--- config.mk ---
export PLATFORM = sky130hd
export DESIGN_NAME = neuron_feeder_flat
export DESIGN_NICKNAME = d
export VERILOG_FILES = /design/src/rtl/neuron_feeder_if.sv /design/src/rtl/neuron_feeder.sv /design/src/flat_wrapper.sv
export SDC_FILE = /design/constraint.sdc
export NUM_CORES = 1
export LEC_CHECK = 0
export CAP_MARGIN = 20
export CELL_PAD_IN_SITES_DETAIL_PLACEMENT = 0
export CELL_PAD_IN_SITES_GLOBAL_PLACEMENT = 1
export CORE_ASPECT_RATIO = 1.1
export CORE_UTILIZATION = 26
export DETAILED_ROUTE_END_ITERATION = 10
export GPL_TIMING_DRIVEN = 0
export HOLD_SLACK_MARGIN = 0.06
export PLACE_DENSITY_LB_ADDON = 0.1
export SLEW_MARGIN = 20
export SYNTH_ARGS = -nofsm -noshare
export SYNTH_HDL_FRONTEND = slang
export SYNTH_SLANG_ARGS = --single-unit
--- constraint.sdc ---
create_clock -name clk -period 4.3 [get_ports clk]
set_input_delay 0.645 -clock clk [delete_from_list [all_inputs] [get_ports clk]]
set_output_delay 0.645 -clock clk [all_outputs]
set_load 0.1 [all_outputs]
--- src/rtl/neuron_feeder_if.sv ---
// Bundle of every handshake and data signal between the feeder, its upstream
// source, the neuron memories/core and the downstream result consumer.
interface neuron_feeder_if #(
    parameter int WIDTH = 16,
    parameter int LEN   = 8
);
    logic                   in_valid;
    logic                   in_ready;
    logic [WIDTH-1:0]       in_x;
    logic [WIDTH-1:0]       in_w;
    logic                   mem_we;
    logic [$clog2(LEN)-1:0] mem_addr;
    logic [WIDTH-1:0]       mem_x;
    logic [WIDTH-1:0]       mem_w;
    logic                   nrn_start;
    logic                   nrn_ready;
    logic [WIDTH-1:0]       nrn_out;
    logic                   res_valid;
    logic [WIDTH-1:0]       res_data;
    logic                   res_err;
    logic                   res_ack;
    logic                   busy;

    modport master (
        input  in_valid, in_x, in_w, nrn_ready, nrn_out, res_ack,
        output in_ready, mem_we, mem_addr, mem_x, mem_w, nrn_start,
               res_valid, res_data, res_err, busy
    );

    modport slave (
        output in_valid, in_x, in_w, nrn_ready, nrn_out, res_ack,
        input  in_ready, mem_we, mem_addr, mem_x, mem_w, nrn_start,
               res_valid, res_data, res_err, busy
    );
endinterface

--- src/rtl/neuron_feeder.sv ---
// Streams LEN (x, w) pairs into the neuron memories, kicks the neuron, waits
// (with timeout) for its result and holds that result until acknowledged.
module neuron_feeder #(
    parameter int WIDTH   = 16,
    parameter int LEN     = 8,
    parameter int TIMEOUT = 255
) (
    input  logic           clk,
    input  logic           rst,
    neuron_feeder_if.master bus
);
    localparam int AW = $clog2(LEN);
    localparam int TW = $clog2(TIMEOUT + 1);

    typedef enum logic [1:0] {S_LOAD, S_START, S_WAIT, S_RESULT} state_t;

    state_t           state_q, state_d;
    logic [AW-1:0]    cnt_q, cnt_d;
    logic [TW-1:0]    wcnt_q, wcnt_d;
    logic [WIDTH-1:0] res_data_q, res_data_d;
    logic             res_err_q, res_err_d;
    logic             in_ready;
    logic             xfer;

    // Gated by rst so nothing is accepted while reset is being applied.
    assign in_ready = (state_q == S_LOAD) && !rst;
    assign xfer     = bus.in_valid && in_ready;

    always_ff @(posedge clk) begin
        if (rst) begin
            state_q    <= S_LOAD;
            cnt_q      <= '0;
            wcnt_q     <= '0;
            res_data_q <= '0;
            res_err_q  <= 1'b0;
        end else begin
            state_q    <= state_d;
            cnt_q      <= cnt_d;
            wcnt_q     <= wcnt_d;
            res_data_q <= res_data_d;
            res_err_q  <= res_err_d;
        end
    end

    always_comb begin
        state_d    = state_q;
        cnt_d      = cnt_q;
        wcnt_d     = wcnt_q;
        res_data_d = res_data_q;
        res_err_d  = res_err_q;
        case (state_q)
            S_LOAD: begin
                if (xfer) begin
                    if (cnt_q == AW'(LEN - 1)) begin
                        cnt_d   = '0;
                        state_d = S_START;
                    end else begin
                        cnt_d = cnt_q + AW'(1);
                    end
                end
            end
            S_START: begin
                wcnt_d  = '0;
                state_d = S_WAIT;
            end
            S_WAIT: begin
                // WAIT lasts at most TIMEOUT cycles; a late result on the
                // final cycle still counts as a normal capture.
                if (bus.nrn_ready) begin
                    res_data_d = bus.nrn_out;
                    res_err_d  = 1'b0;
                    state_d    = S_RESULT;
                end else if (wcnt_q == TW'(TIMEOUT - 1)) begin
                    res_data_d = '0;
                    res_err_d  = 1'b1;
                    state_d    = S_RESULT;
                end else begin
                    wcnt_d = wcnt_q + TW'(1);
                end
            end
            S_RESULT: begin
                if (bus.res_ack) state_d = S_LOAD;
            end
            default: state_d = S_LOAD;
        endcase
    end

    assign bus.in_ready  = in_ready;
    assign bus.mem_we    = xfer;
    assign bus.mem_addr  = cnt_q;
    assign bus.mem_x     = bus.in_x;
    assign bus.mem_w     = bus.in_w;
    assign bus.nrn_start = (state_q == S_START);
    assign bus.res_valid = (state_q == S_RESULT);
    assign bus.res_data  = res_data_q;
    assign bus.res_err   = res_err_q;
    assign bus.busy      = (state_q != S_LOAD);
endmodule

--- src/flat_wrapper.sv ---
// flat-port wrapper written by rule: the top's interface ports become plain ports
module neuron_feeder_flat 
#(
    parameter int WIDTH   = 16,
    parameter int LEN     = 8,
    parameter int TIMEOUT = 255
)
  (clk, rst, bus_in_valid, bus_in_x, bus_in_w, bus_nrn_ready, bus_nrn_out, bus_res_ack, bus_in_ready, bus_mem_we, bus_mem_addr, bus_mem_x, bus_mem_w, bus_nrn_start, bus_res_valid, bus_res_data, bus_res_err, bus_busy);
  neuron_feeder_if #(.WIDTH(WIDTH), .LEN(LEN)) bus_i ();
  input  logic clk;
  input  logic rst;
  input wire logic [$bits(bus_i.in_valid)-1:0] bus_in_valid;
  input wire logic [$bits(bus_i.in_x)-1:0] bus_in_x;
  input wire logic [$bits(bus_i.in_w)-1:0] bus_in_w;
  input wire logic [$bits(bus_i.nrn_ready)-1:0] bus_nrn_ready;
  input wire logic [$bits(bus_i.nrn_out)-1:0] bus_nrn_out;
  input wire logic [$bits(bus_i.res_ack)-1:0] bus_res_ack;
  output wire logic [$bits(bus_i.in_ready)-1:0] bus_in_ready;
  output wire logic [$bits(bus_i.mem_we)-1:0] bus_mem_we;
  output wire logic [$bits(bus_i.mem_addr)-1:0] bus_mem_addr;
  output wire logic [$bits(bus_i.mem_x)-1:0] bus_mem_x;
  output wire logic [$bits(bus_i.mem_w)-1:0] bus_mem_w;
  output wire logic [$bits(bus_i.nrn_start)-1:0] bus_nrn_start;
  output wire logic [$bits(bus_i.res_valid)-1:0] bus_res_valid;
  output wire logic [$bits(bus_i.res_data)-1:0] bus_res_data;
  output wire logic [$bits(bus_i.res_err)-1:0] bus_res_err;
  output wire logic [$bits(bus_i.busy)-1:0] bus_busy;
  assign bus_i.in_valid = bus_in_valid;
  assign bus_i.in_x = bus_in_x;
  assign bus_i.in_w = bus_in_w;
  assign bus_i.nrn_ready = bus_nrn_ready;
  assign bus_i.nrn_out = bus_nrn_out;
  assign bus_i.res_ack = bus_res_ack;
  assign bus_in_ready = bus_i.in_ready;
  assign bus_mem_we = bus_i.mem_we;
  assign bus_mem_addr = bus_i.mem_addr;
  assign bus_mem_x = bus_i.mem_x;
  assign bus_mem_w = bus_i.mem_w;
  assign bus_nrn_start = bus_i.nrn_start;
  assign bus_res_valid = bus_i.res_valid;
  assign bus_res_data = bus_i.res_data;
  assign bus_res_err = bus_i.res_err;
  assign bus_busy = bus_i.busy;
  neuron_feeder #(.WIDTH(WIDTH), .LEN(LEN), .TIMEOUT(TIMEOUT)) u_core (.clk(clk), .rst(rst), .bus(bus_i));
endmodule
Word-level counts from Yosys, hierarchy flattened
Index checks and enable logic that the tools add are counted.
W data, S select, Z words.
- flip-flop bits (word level): 30
- bits of input ports: 53
- output and inout port bits: 57
- logic and storage cells: 43
- $add $sub $neg: 2
- eq/ne operators: 11
- mux-type cells: 14
- reduce and logical (&&, ||, !) cells: 11
- operators by type and width (cell ; number):
    $mux W16 ; 2
    $mux W8 ; 2
    $pmux W8 S2 ; 1
    $mux W2 ; 5
    $ne A2 B2 Y1 const B ; 5
    $add A8 B1 Y8 const B ; 1
    $eq A8 B8 Y1 const B ; 1
    $pmux W2 S4 ; 1
    $reduce_bool A2 Y1 ; 3
    $eq A2 B2 Y1 const B ; 2
    $reduce_and A2 Y1 ; 2
    $reduce_and A4 Y1 ; 1
    $add A3 B1 Y3 const B ; 1
    $eq A3 B3 Y1 const B ; 1
    $mux W3 ; 1
    $ne A3 B2 Y1 const B ; 1
    $reduce_and A3 Y1 ; 1
    $eq A2 B1 Y1 const B ; 1
    $logic_and A1 B1 Y1 ; 2
    $logic_not A2 Y1 ; 1
    $mux W1 ; 2
    $logic_not A1 Y1 ; 1

Logic depth before layout (Yosys ltp)
Gate-level depths: netlist (run 1).
- word-level depth: 5
- mapped depth: 7
- depth with buffers taken out: 6

Worst setup path before layout (run 1)
OpenSTA, ideal clock, no wires.
- kind: input port to output port
- start: in rst
- end: out bus_mem_we
- arrival: 3.080 ns
- data required time: 3.655 ns
- setup slack: 0.575 ns
- stages on the path: 3
- path buffers: 0
- cells stage by stage: nor2b_1 > nand2_1 > inv_1
- cells in the longest elaborated chain, start to end: 3
- ends and longest elaborated chain (element ; RTL line ; RTL):
    start: declaration ; flat_wrapper.sv:11 ; input logic rst;
    $logic_not A1 Y1 ; neuron_feeder.sv:26 ; assign in_ready = (state_q == S_LOAD) && !rst;
    $logic_and A1 B1 Y1 ; neuron_feeder.sv:26 ;
    $logic_and A1 B1 Y1 ; neuron_feeder.sv:27 ; assign xfer = bus.in_valid && in_ready;
    end: declaration ; flat_wrapper.sv:19 ; output wire logic [$bits(bus_i.mem_we)-1:0] bus_mem_we;
No other way between the ends.

Final worst setup path (run 1)
Same ends and word-level chain as after synthesis.

==> results.json, run 1 <==
{
  "rows": 29,
  "ys_warn_count": 0,
  "maxSlewHeadroom": 0.338,
  "vias": 1400,
  "critPathMostFrequentCell": "clkdlybuf4s50_1",
  "tns_ps": 0,
  "first_pass_iters": 4,
  "muxShareOfSynthArea": 0.0239,
  "die_y_um": 83.6,
  "fin_nets": 303,
  "antenna_found_initial": 0,
  "htree_levels": 2,
  "cp_data_arrival_time_ps": 2740,
  "antenna_left": 0,
  "start_util": 0.271,
  "syn_to_final_growth_pct": 61.2,
  "period_share": 0.787,
  "hold_violations": 0,
  "synth_enable_flop_cells": 0,
  "status": "completed",
  "syn-cell-area_um2": 1570,
  "io_buffers": 77,
  "synth-simple-area-share": 0.130,
  "setup_viol": 0,
  "fmax_mhz": 295,
  "syn_inst": 157,
  "drtIter0Drc": 35,
  "grt_overflow": 0,
  "ys_types": 42,
  "cts_tree": "yes",
  "routed_wl_um": 3660,
  "rsz0062_at_grt": "no",
  "first_global_vias": 1308,
  "grt_max_degree": 11,
  "leakagePower_nw": 1.07,
  "cts.repair.resized": 0,
  "core-area_um2": 5810,
  "cts_max_path_buffers": 2,
  "postCtsHoldBufs": 0,
  "crit_required_ps": 3650,
  "ys_seq_area_frac": 0.382,
  "end_kind": "output pin",
  "dpl_worst_slack_ps": 902,
  "diodes": 0,
  "power_density_nw_per_um2": 363,
  "finalClockSkew_ps": 1.65,
  "worst_pin_slew_ps": 989,
  "drv_slew": 0,
  "syn_nets": 219,
  "cts_sinks": 30,
  "maxCapViolCount": 0,
  "synth-main-ff-cell": "dfxtp_1",
  "cts_buffers": 5,
  "fp.dieW_um": 76.2,
  "ctsRootBufferMaster": "clkbuf_8",
  "synth-adder-area-share": 0.0716,
  "cts_setup_buffers": 0,
  "syn_area_per_cell_um2": 10.0,
  "drc": 0,
  "crit_fanout": 5,
  "hold_class": "register to register",
  "track_usage": 0.117,
  "viasPerCell": 4.39,
  "die-area_um2": 6360,
  "synth_compound_area_frac": 0.208,
  "worstPathCellList": "clkdlybuf4s50_1, nor2b_1, nand2_1, inv_1, clkdlybuf4s50_1",
  "layout-drive-gt1-share": 0.227,
  "fillCellCount": 577,
  "async_flop_share": 0,
  "period_minus_slack_ps": 3390,
  "ioPinCount": 110,
  "synthXorXnorAreaFrac": 0,
  "cp_num_buf_inv": 3,
  "crit_path_start_kind": "primary input",
  "hpwl_um": 2800,
  "critPathMaxStageDelay_ps": 1120,
  "wl_per_cell_um": 11.5,
  "ir_worst_vdd_mv": 0.203,
  "synth_top_family_by_area": "compound AO/OA/AOI/OAI gates",
  "clkTransAtPathRegs_ps": 70,
  "cp_top_family": "buffers and inverters",
  "clk_latency_ps": 280,
  "worst_path_max_delay_cell": "clkdlybuf4s50_1",
  "grt_pass1_wl_um": 5960,
  "fin_ws_ps": 915,
  "synth-seq-cells": 30,
  "worstSetupPathType": "primary input to output pin",
  "gp_congestion": 0.693
}
-- where the power goes --
part / total (mW) / switching (mW) / leakage (nW) / internal (mW)
logic: 0.386 / 0.281 / 0.777 / 0.105
clock network: 0.238 / 0.109 / 0.0472 / 0.128
registers: 0.298 / 0.00973 / 0.242 / 0.288
-- sequential cells by signal, summed over array words and instances, names as in the netlist --
name                 flops
u_core.bus.res_err       1
u_core.bus.mem_addr      3
u_core.wcnt_q            8
u_core.bus.res_data     16
u_core.state_q           2
-- per-layer routing --
metal,GRT usage,wire length [um],up-vias
met5,0,0,-
met4,0.0315,23,0
met3,0.0525,361,4
met2,0.180,1550,85
met1,0.147,1720,612
li1,-,-,699
-- cell type report --
class / count / area (um2) / share of cell area
repair buffers: 77 / 771 / 0.304
multi-input cells: 84 / 682 / 0.269
flip-flops and latches: 30 / 601 / 0.237
plain buffers: 37 / 268 / 0.106
well taps: 77 / 96.3 / 0.0380
clock buffers: 6 / 82.6 / 0.0326
inverters: 6 / 22.5 / 0.00888
clock inverters: 2 / 12.5 / 0.00494
-- kinds of logic after synthesis --
| group | count (synthesis) |
|---|---|
| compound gates | 39 |
| fa+ha+maj | 9 |
| buf+inv | 43 |
| flops | 30 |
| mux | 3 |
| simple gates | 33 |
-- metrics by stage --
| stage | cells | utilization | power (mW) | cell area, um2 | hold WS (ps) |
|---|---|---|---|---|---|
| floorplan | 157 | - | 0.602 | 1570 | 469 |
| global placement | 311 | 0.420 | 0.692 | 2440 | 455 |
| detailed placement | 311 | 0.420 | 0.690 | 2440 | 454 |
| CTS | 319 | 0.437 | 0.934 | 2530 | 477 |
| global route | 319 | 0.437 | 0.962 | 2530 | 498 |
| finish | 319 | 0.437 | 0.921 | 2530 | 477 |
-- layout by cell type, fill, tap and decap left out, types with 2 or more instances in the layout --
cell type	instances
o21a_1	2
clkbuf_8	6
a21oi_1	4
buf_4	32
nand2_1	5
and3_1	6
mux2_2	2
a211oi_1	2
dfxtp_1	30
nand3_1	3
nor2b_1	2
clkbuf_1	2
a22o_1	16
clkdlybuf4s50_1	77
nand2b_1	2
inv_1	5
o2111ai_1	2
nor2_1	7
a31o_2	2
ha_1	9
-- final timing paths --
check	start	end	slack, ps	depth (start not counted)
min	u_core.bus.res_data[13]	u_core.bus.res_data[13]	480	1
min reg2reg	u_core.bus.res_data[13]	u_core.bus.res_data[13]	480	1
max	rst	bus_mem_we	910	5
max reg2reg	u_core.state_q[0]	u_core.bus.res_data[8]	2500	6
-- synth_stat cells, drive strengths merged (3+ instances only) --
cell type,instances,area [um2]
inv,6,22.5
a22o,16,140
and3,6,37.5
ha,9,113
a21oi,5,28.8
buf,35,260
nor2,8,32.5
mux2,3,37.5
nand3,4,32.5
nand2,5,18.8
dfxtp,30,601
No activity file was read; power rests on OpenSTA's default activity.
==> inputs of run 2 (changes only) <==
Settings changed: CORE_UTILIZATION 26 to 24.
Clock period 4.3 ns to 3.5 ns, I/O delays scaled along.
==> run 2 against run 1 <==
- clock power grew 44%
- sequential share of layout area shrank 0.19 points
- total power grew 29%
- first-iteration DRC count shrank 8.6%
- die area grew 8.1%
- critical endpoint unchanged
- critical path depth is the same
- cell area grew 0.79%
- combinational power grew 24%
- sequential cell count is the same
- final cell count grew 0.94%
==> results.json, run 2 (synthesis gave the netlist of run 1 again) <==
{
  "startpoint": "rst",
  "crit_path_start_kind": "primary input",
  "rr_startpoint": "u_core.state_q[0]",
  "ctsRootBufferMaster": "clkbuf_8",
  "htree_levels": 2,
  "clk_latency_ps": 280,
  "rrSetupSlack_ps": 1770,
  "layout-drive-gt1-share": 0.231,
  "antenna_found_initial": 0,
  "hold_class": "register to register",
  "start_util": 0.252,
  "die-area_um2": 6880,
  "period_minus_slack_ps": 3060,
  "largest_register_ffs": 16,
  "hpwl_um": 3160,
  "cts_max_path_buffers": 2,
  "grt_max_degree": 11,
  "viasPerCell": 4.28,
  "reg2reg_depth": 7,
  "rows": 30,
  "worst_pin_slew_ps": 999,
  "grt_overflow": 0,
  "setup_viol": 0,
  "route.met3.wl_um": 316,
  "final_cell_mix": "clkdlybuf4s50_1, buf_4, dfxtp_1, a22o_1, ha_1",
  "maxSlewHeadroom": 0.332,
  "whs_ps": 474,
  "period_share": 0.875,
  "postCtsHoldBufs": 0,
  "drv_slew": 0,
  "drc": 0,
  "ir_worst_vdd_mv": 0.295,
  "clkTransAtPathRegs_ps": 70,
  "first_pass_iters": 4,
  "cts_sinks": 30,
  "diodes": 0,
  "end_kind": "output pin",
  "layout.cells.non_filler": 322,
  "final_common_cell": "clkdlybuf4s50_1",
  "dp.cells": 314,
  "cp_data_arrival_time_ps": 2540,
  "maxCapViolCount": 0,
  "status": "completed",
  "io_buffers": 77,
  "wl_per_cell_um": 12.6,
  "route.met2.wl_um": 2000,
  "rr_endpoint": "u_core.wcnt_q[5]",
  "fin_ws_ps": 436,
  "antenna_left": 0,
  "first_global_vias": 1274,
  "crit_fanout": 5,
  "fp.dieW_um": 79.2,
  "cts.repair.resized": 0,
  "fmax_mhz": 326,
  "core-area_um2": 6230,
  "dpl_worst_slack_ps": 453,
  "fin_nets": 303,
  "vias": 1377,
  "crit_required_ps": 2970,
  "cts_buffers": 5,
  "cts_setup_buffers": 0,
  "track_usage": 0.117,
  "gp_congestion": 0.682,
  "drtIter0Drc": 32,
  "leakagePower_nw": 1.08,
  "endpoint": "bus_mem_we",
  "grt_pass1_wl_um": 6200,
  "highest_layer": "met4",
  "finalClockSkew_ps": 3.77,
  "ioPinCount": 110,
  "wl_met1_um": 1700,
  "fin_util": 0.410,
  "routed_wl_um": 4070,
  "hold_violations": 0,
  "cts_tree": "yes",
  "tns_ps": 0,
  "rsz0062_at_grt": "no",
  "syn_to_final_growth_pct": 62.5,
  "power_density_nw_per_um2": 464,
  "worstSetupPathType": "primary input to output pin",
  "die_y_um": 86.9
}
run 2: layout make-up:
class | count | area (um2)
plain buffers | 37 | 268
clock buffers | 5 | 68.8
clock inverters | 3 | 40.0
fillers | 631 | 3680
inverters | 6 | 22.5
multi-input cells | 84 | 684
flip-flops and latches | 30 | 601
well taps | 80 | 100
repair buffers | 77 | 771
run 2: layer usage:
metal	vias to the layer above	GRT usage
met5	-	0
met4	0	0.0446
met3	4	0.0356
met2	58	0.197
met1	617	0.139
li1	698	-
run 2: worst min path at each step:
stage | start | endpoint | slack (ps) | cells after the start
finish | u_core.bus.res_data[1] | u_core.bus.res_data[1] | 470 | 1
CTS | u_core.bus.res_data[14] | u_core.bus.res_data[14] | 480 | 1
detailed placement | u_core.bus.res_data[14] | u_core.bus.res_data[14] | 450 | 1
global route | u_core.bus.res_data[12] | u_core.bus.res_data[12] | 500 | 1
global placement | u_core.bus.res_data[9] | u_core.bus.res_data[9] | 460 | 1
floorplan | u_core.wcnt_q[0] | u_core.wcnt_q[0] | 470 | 2
run 2: power by group:
group	switching (mW)	internal, mW
combinational	0.347	0.130
clock	0.133	0.209
sequential	0.0108	0.354
total	0.491	0.693
run 2: critical path, cell delays in order:
cell             delay [ps]
clkdlybuf4s50_1         470
nor2b_2                 200
nand2_1                 140
inv_1                    80
clkdlybuf4s50_1        1130
run 2: through the flow:
stage | area, um2 | power (mW)
floorplan | 1580 | 0.740
global placement | 2450 | 0.853
finish | 2550 | 1.18
detailed placement | 2450 | 0.850
CTS | 2550 | 1.21
global route | 2550 | 1.23
==> inputs of run 3 (changes only) <==
Settings changed: HOLD_SLACK_MARGIN 0.06 to unset.
==> results of run 3 <==
Final layout, timing and power as in run 2 (identical DEF).
